<file path="src/rtl/power_state_ctrl.sv">
// -----------------------------------------------------------------------------
// power_state_ctrl
//   Car power-state manager. Owns the ON/OFF state of the vehicle logic:
//   a debounced long press of the power button powers on, a fresh press while
//   on powers off, and (optionally) the idle detector's timeout powers off.
//
//   Optional feature macro: POWER_AUTO_OFF_EN
//     defined   : idle_timeout=1 while on forces power-off (off_cause=10)
//     undefined : idle_timeout is ignored; only the button powers off
//
// Ports
//   clk            in   system clock, rising edge
//   rst_n          in   asynchronous active-low reset
//   power_btn      in   raw push-button (asynchronous to clk), 1 = pressed
//   idle_timeout   in   idle detector timeout level, 1 = timeout reached
//   power_on       out  1 while the FSM is in S_ON
//   detect_start   out  enable for the downstream idle detector (= power_on)
//   power_on_pulse out  one-cycle pulse on the first cycle of S_ON
//   off_cause      out  00 none since power-on, 01 button, 10 idle timeout
// -----------------------------------------------------------------------------
module power_state_ctrl #(
  parameter int DEBOUNCE_CYCLES = 20,
  parameter int HOLD_CYCLES     = 100
) (
  input  logic       clk,
  input  logic       rst_n,
  input  logic       power_btn,
  input  logic       idle_timeout,
  output logic       power_on,
  output logic       detect_start,
  output logic       power_on_pulse,
  output logic [1:0] off_cause
);

  localparam int DB_W   = $clog2(DEBOUNCE_CYCLES) + 1;
  localparam int HOLD_W = $clog2(HOLD_CYCLES) + 1;

  localparam logic [DB_W-1:0]   DB_LAST   = DB_W'(DEBOUNCE_CYCLES - 1);
  localparam logic [DB_W-1:0]   DB_ONE    = DB_W'(1);
  localparam logic [HOLD_W-1:0] HOLD_LAST = HOLD_W'(HOLD_CYCLES - 1);
  localparam logic [HOLD_W-1:0] HOLD_ONE  = HOLD_W'(1);

  localparam logic [1:0] CAUSE_NONE = 2'b00;
  localparam logic [1:0] CAUSE_BTN  = 2'b01;
  localparam logic [1:0] CAUSE_IDLE = 2'b10;

  // S_REL: powered off by the button, waiting for that press to be released.
  // It behaves like S_OFF from the outside but makes the "no re-arm while the
  // same press is held" rule explicit in the state machine.
  typedef enum logic [1:0] {
    S_OFF = 2'b00,
    S_ARM = 2'b01,
    S_ON  = 2'b10,
    S_REL = 2'b11
  } state_t;

  state_t              state_r, state_s;
  logic                btn_meta_r, btn_sync_r;
  logic                btn_db_r, btn_db_q_r;
  logic [DB_W-1:0]     db_cnt_r;
  logic [HOLD_W-1:0]   hold_cnt_r, hold_cnt_s;
  logic [1:0]          off_cause_r, off_cause_s;
  logic                power_on_pulse_r, power_on_pulse_s;
  logic                btn_rise_s;
  logic                idle_req_s;

  // Two-flop synchronizer for the asynchronous button pin.
  always_ff @(posedge clk or negedge rst_n) begin
    if (!rst_n) begin
      btn_meta_r <= 1'b0;
      btn_sync_r <= 1'b0;
    end else begin
      btn_meta_r <= power_btn;
      btn_sync_r <= btn_meta_r;
    end
  end

  // Debouncer: btn_db follows btn_sync only after DEBOUNCE_CYCLES of mismatch.
  always_ff @(posedge clk or negedge rst_n) begin
    if (!rst_n) begin
      btn_db_r   <= 1'b0;
      btn_db_q_r <= 1'b0;
      db_cnt_r   <= '0;
    end else begin
      btn_db_q_r <= btn_db_r;
      if (btn_sync_r == btn_db_r) begin
        db_cnt_r <= '0;
      end else if (db_cnt_r == DB_LAST) begin
        btn_db_r <= btn_sync_r;
        db_cnt_r <= '0;
      end else begin
        db_cnt_r <= db_cnt_r + DB_ONE;
      end
    end
  end

  assign btn_rise_s = btn_db_r & ~btn_db_q_r;

`ifdef POWER_AUTO_OFF_EN
  assign idle_req_s = idle_timeout;
`else
  // Auto power-off disabled: the input is referenced but masked off.
  assign idle_req_s = idle_timeout & 1'b0;
`endif

  // FSM next-state, hold counter, off-cause and power-on pulse decode.
  always_comb begin
    state_s          = state_r;
    hold_cnt_s       = hold_cnt_r;
    off_cause_s      = off_cause_r;
    power_on_pulse_s = 1'b0;
    case (state_r)
      S_OFF: begin
        if (btn_rise_s) begin
          state_s    = S_ARM;
          hold_cnt_s = '0;
        end else begin
          state_s = S_OFF;
        end
      end
      S_ARM: begin
        if (!btn_db_r) begin
          state_s = S_OFF;
        end else if (hold_cnt_r == HOLD_LAST) begin
          state_s     = S_ON;
          off_cause_s = CAUSE_NONE;
        end else begin
          hold_cnt_s = hold_cnt_r + HOLD_ONE;
        end
      end
      S_ON: begin
        // The press that powered on is already high, so only a new rise counts.
        if (btn_rise_s) begin
          state_s     = S_REL;
          off_cause_s = CAUSE_BTN;
        end else if (idle_req_s) begin
          state_s     = S_OFF;
          off_cause_s = CAUSE_IDLE;
        end else begin
          state_s = S_ON;
        end
      end
      S_REL: begin
        if (!btn_db_r) begin
          state_s = S_OFF;
        end else begin
          state_s = S_REL;
        end
      end
      default: begin
        state_s = S_OFF;
      end
    endcase
    if ((state_s == S_ON) && (state_r != S_ON)) begin
      power_on_pulse_s = 1'b1;
    end else begin
      power_on_pulse_s = 1'b0;
    end
  end

  // FSM state register and registered outputs.
  always_ff @(posedge clk or negedge rst_n) begin
    if (!rst_n) begin
      state_r          <= S_OFF;
      hold_cnt_r       <= '0;
      off_cause_r      <= CAUSE_NONE;
      power_on_pulse_r <= 1'b0;
    end else begin
      state_r          <= state_s;
      hold_cnt_r       <= hold_cnt_s;
      off_cause_r      <= off_cause_s;
      power_on_pulse_r <= power_on_pulse_s;
    end
  end

  // Decoded from the state register so an async reset drops power at once.
  assign power_on       = (state_r == S_ON);
  assign detect_start   = power_on;
  assign power_on_pulse = power_on_pulse_r;
  assign off_cause      = off_cause_r;

endmodule

</file>
<file path="config.mk">
export PLATFORM = sky130hd
export DESIGN_NAME = power_state_ctrl
export DESIGN_NICKNAME = d
export VERILOG_FILES = /design/src/rtl/power_state_ctrl.sv
export SDC_FILE = /design/constraint.sdc
export NUM_CORES = 1
export LEC_CHECK = 0
export ABC_AREA = 1
export CORE_UTILIZATION = 29
export CTS_CLUSTER_DIAMETER = 80
export DETAILED_ROUTE_END_ITERATION = 10
export PLACE_DENSITY = 0.5
export SLEW_MARGIN = 20
export SYNTH_ARGS = -nofsm -noshare
export SYNTH_HDL_FRONTEND = slang
export SYNTH_SLANG_ARGS = --single-unit
</file>
<file path="constraint.sdc">
create_clock -name clk -period 2.05 [get_ports clk]
set_input_delay 0.205 -clock clk [delete_from_list [all_inputs] [get_ports clk]]
set_output_delay 0.205 -clock clk [all_outputs]
set_load 0.01 [all_outputs]
</file>
* Yosys cells after proc, flatten, opt, wreduce, memory -nomap -nowiden
Cells that the tools add are included.
Widths: inputs -> output; s select.
** Word-level totals
- RAM bits :: 0
- Logic and storage cells :: 51
- Bits in read-only memories :: 0
- Bits of input ports :: 4
- Bits in latches :: 0
- Bits in registers :: 23
- Memories kept :: 0
** Operators by class
- Mux-type cells :: 17
- Shifts and indexed selects :: 0
- Bitwise operators :: 3
- Multipliers :: 0
- Equal/unequal tests :: 13
- Order comparisons :: 0
- Add/sub/neg operators :: 2
- Reductions and logical operators :: 7
- Div/mod/pow operators :: 0
** Operator list (number)
- $mux 8 :: 3
- $pmux 8 s2 :: 1
- $mux 2 :: 6
- $mux 6 :: 2
- $ne 2x2->1 const B :: 5
- $add 8x1->8 const B :: 1
- $eq 8x7->1 const B :: 1
- $pmux 2 s4 :: 1
- $reduce_and 4->1 :: 2
- $add 6x1->6 const B :: 1
- $eq 2x2->1 const B :: 3
- $eq 6x5->1 const B :: 1
- $pmux 2 s2 :: 1
- $reduce_bool 2->1 :: 2
- $mux 1 :: 3
- $eq 2x1->1 const B :: 1
- $logic_not 2->1 :: 1
- $ne 2x1->1 const B :: 1
- $not 1->1 :: 2
- $reduce_and 2->1 :: 1
- $and 1x1->1 :: 1
- $eq 1x1->1 :: 1
- $logic_and 1x1->1 :: 1

* Logic depth before layout (Yosys ltp)
- Depth after elaboration :: 7
- Gate-level depth with buffers :: 8
- Depth with buffers taken out :: 8

* Worst setup path after synthesis
Ideal clock, no wire load.
- Kind :: reg-to-reg
- From :: register hold_cnt_r[0]
- To :: register hold_cnt_r[5]
- Arrival :: 1.231 ns
- Stages on the path, launching flop included :: 9
- Slack :: 0.745 ns
- Data required time :: 1.976 ns
- Cell sequence :: dfrtp_1 -> ha_1 -> inv_1 -> nor3_2 -> nand3_2 -> nand2_4 -> buf_12 -> nand2_2 -> o21ai_2
** On the way
- Word-level cells in the longest chain between the ends :: 4
- Elaborated cells on any way between the ends :: 7
- Classes of those cells :: add/sub (1); eq/ne (2); mux (3); reduce/logical (1)
** Ends and longest elaborated chain
- start, declared :: line 61 : logic [HOLD_W-1:0] hold_cnt_r, hold_cnt_s;
- start signal, assigned :: line 170 : hold_cnt_r <= hold_cnt_s;
- $add 8x1->8 :: line 128 : hold_cnt_s = hold_cnt_r + HOLD_ONE;
- $mux 8 :: line 124 : end else if (hold_cnt_r == HOLD_LAST) begin
- $mux 8 :: line 122 : if (!btn_db_r) begin
- $pmux 8 s2 :: line 112 : case (state_r)
Parallel ways exist; a longest one is shown, timed or not. The select of a mux whose other input is x is not followed.
A chain may end at the register's enable or synchronous reset.

* Final worst setup path
- From :: register state_r[0]
- To :: output port power_on
** On the way
- Word-level cells in the longest chain between the ends :: 1
** Ends and longest elaborated chain
- start, declared :: line 57 : state_t state_r, state_s;
- start signal, assigned :: line 169 : state_r <= state_s;
- $eq 2x2->1 :: line 177 : assign power_on = (state_r == S_ON);
- end, declared :: line 29 : output logic power_on,
Every way passes these cells.

==> results.cfg <==
[run_status]
outcome = finished, final reports clean

[clocking]
clkTransAtPathRegs_ns = 0.08
cts_setup_buffers = 0
clk_latency_ns = 0.26
cts_sinks = 22
cts_made_buffers = 3
cts.repair.resized = 0
cts_tree = done
htree_levels = 1
cts_max_path_buffers = 2
cts_hold_buf = 0
clockRootBuffer = clkbuf_8

[worst_setup_path]
crit_path_end_kind = output port
reg2regPathDepth = 8
crit_path_cell_trace = nor2_1 > clkdlybuf4s50_1
path_class = reg2out
cp_data_arrival_time_ns = 1.60
r2r_slack_ns = 0.53
worstReg2RegEnd = hold_cnt_r[4]
worstPathRequired_ns = 1.85
cp-start-kind = flop
crit_fanout = 5
rr_startpoint = hold_cnt_r[1]
slowest_delay_ns = 0.60
slowest_stage = clkdlybuf4s50_1

[layout]
diodes = 0
layout_commonest_cell = nand2_1
final_cell_mix = 24 x nand2_1, 22 x dfrtp_1, 16 x nor2_1
fin_util = 0.355
final_layout_size_suffix_gt1_frac = 0.229
area_growth_pct = 14.0
postLayoutCellArea_um2 = 1340
nets = 147

[detailed_routing]
vias = 830
drtIter0Drc = 21
drtAntennaViolNets = 0
drcViolationCount = 0
via_per_inst = 4.41
firstDrtPassIters = 4
routed_wire_length_per_instance_um = 10.4
wirelength_mm = 1.96

[yosys]
synth.largest_area_cell = dfrtp_1
synth_top_area_frac = 0.469
yosysUniqueCellTypes = 24
syn_inst = 132
synth-compound-area-share = 0.0853
yosys-top-cells-area = dfrtp_1 47%, nand2_1 7.7%, o21ai_2 6.0%
synthSimpleGateAreaFrac = 0.312
synth-adder-area-share = 0.0213
ys_seq_area_frac = 0.469
synth_top_family_by_area = simple AND/OR/NAND/NOR gates
mappedNetlistArea_um2 = 1170
syn-num-nets = 138
synth_xor_area_frac = 0.0299
ys_ff_latch = 22
synth_area_per_cell_um2 = 8.89
muxShareOfSynthArea = 0
ys_warn_count = 0

[die]
fp.dieH_um = 65.6
initial_utilization = 0.311
die_x_um = 65.6
io_pins = 9
core-area_um2 = 3770
fp.dieArea_um2 = 4310
rows = 22

[timing]
setup_viol = 0
layout_min_cycle_time_ns = 1.80
setup_tns_ns = 0
rsz0062_at_grt = no
slew_violations = 0
max_freq_mhz = 555
hold_violations = 0
fin_worst_skew_ns = 0.00257
period_share = 0.880

[global_route]
grt_max_degree = 23
busiest_layer = met2
grt_pass1_wl_mm = 3.57
grt_use_met2 = 0.171
grt_pass1_vias = 803
use_met3 = 0.0156
antenna_found_initial = 0
grt_usage = 0.109
gr-total-overflow = 0
grtUsageMet1 = 0.146

[placement]
port-buffer-count = 6
hpwl_mm = 1.45
gp_congestion = 0.730
place_area_um2 = 1270

[power_and_ir_drop]
ir_drop_v = 0.000336
power.density_nw_per_um2 = 657
p_total_uw = 878
p_leak_nw = 0.596

[job]
drv_cap = 0

[worst_hold_path]
hold_class = in2async
[metal layers]
metal | vias up | part of all wire
li1 | 433 | -
met1 | 385 | 0.49
met2 | 8 | 0.48
met3 | 4 | 0.016
met4 | 0 | 0.017
met5 | - | 0
[report_power, final]
| part | leakage (nW) | internal (mW) | switching [mW] |
|---|---|---|---|
| clock network | 0.0357 | 0.261 | 0.146 |
| logic | 0.260 | 0.0102 | 0.0167 |
| registers | 0.300 | 0.440 | 0.00456 |
[worst max-delay path, delay by kind of cell (launching register included)]
family	cells	cell delay (ns)
flops	1	0.44
buf+inv	1	0.60
simple gates	1	0.29
[worst max-delay path by stage]
| stage | startpoint | to | cells past startpoint |
|---|---|---|---|
| 6_report | state_r[0] | power_on | 2 |
| 4_1_cts | state_r[0] | power_on | 2 |
| 3_5_place_dp | hold_cnt_r[0] | hold_cnt_r[4] | 8 |
| 2_1_floorplan | hold_cnt_r[0] | hold_cnt_r[5] | 8 |
| 5_1_grt | state_r[0] | power_on | 2 |
| 3_3_place_gp | hold_cnt_r[0] | hold_cnt_r[4] | 8 |
[cell usage after synthesis, drive strengths merged]
cell type,count
nand4,2
xor2,3
o21ai,8
nor3,3
o21bai,2
nor3b,1
nand2,35
inv,14
a21oi,3
clkinv,1
ha,2
nor2,18
xnor2,1
dfrtp,22
nand3,13
buf,3
conb,1
[logic make-up (layout without fill, tap and decap cells)]
family,after synthesis,count (layout)
compound gates,13,13
xor+xnor,4,4
fa+ha+maj,2,2
buf+inv,18,26
flops,22,22
other cells,1,1
simple gates,72,72
[sequential cells by signal (all words and copies together) (netlist names)]
name            count
state_r             2
hold_cnt_r          8
power_on_pulse      1
btn_db_q_r          1
btn_meta_r          1
btn_sync_r          1
btn_db_r            1
db_cnt_r            6
off_cause           1
[stage by stage]
stage	hold slack [ns]	setup slack, ns	std cells
3_5_place_dp	0.336	0.534	184
2_1_floorplan	-0.0906	0.745	132
5_1_grt	0.312	0.175	188
6_report	0.281	0.247	188
3_3_place_gp	0.332	0.542	184
4_1_cts	0.294	0.237	188
[area by class of cell]
cell class              count  area, um^2
fillers                   375        2430
inverters                  15        57.6
multi-input cells          92         531
clock inverters             1        30.0
repair buffers              7        67.6
flip-flops and latches     22         551
clock buffers               3        41.3
well taps                  48        60.1
No activity file was read; power rests on OpenSTA's default activity.
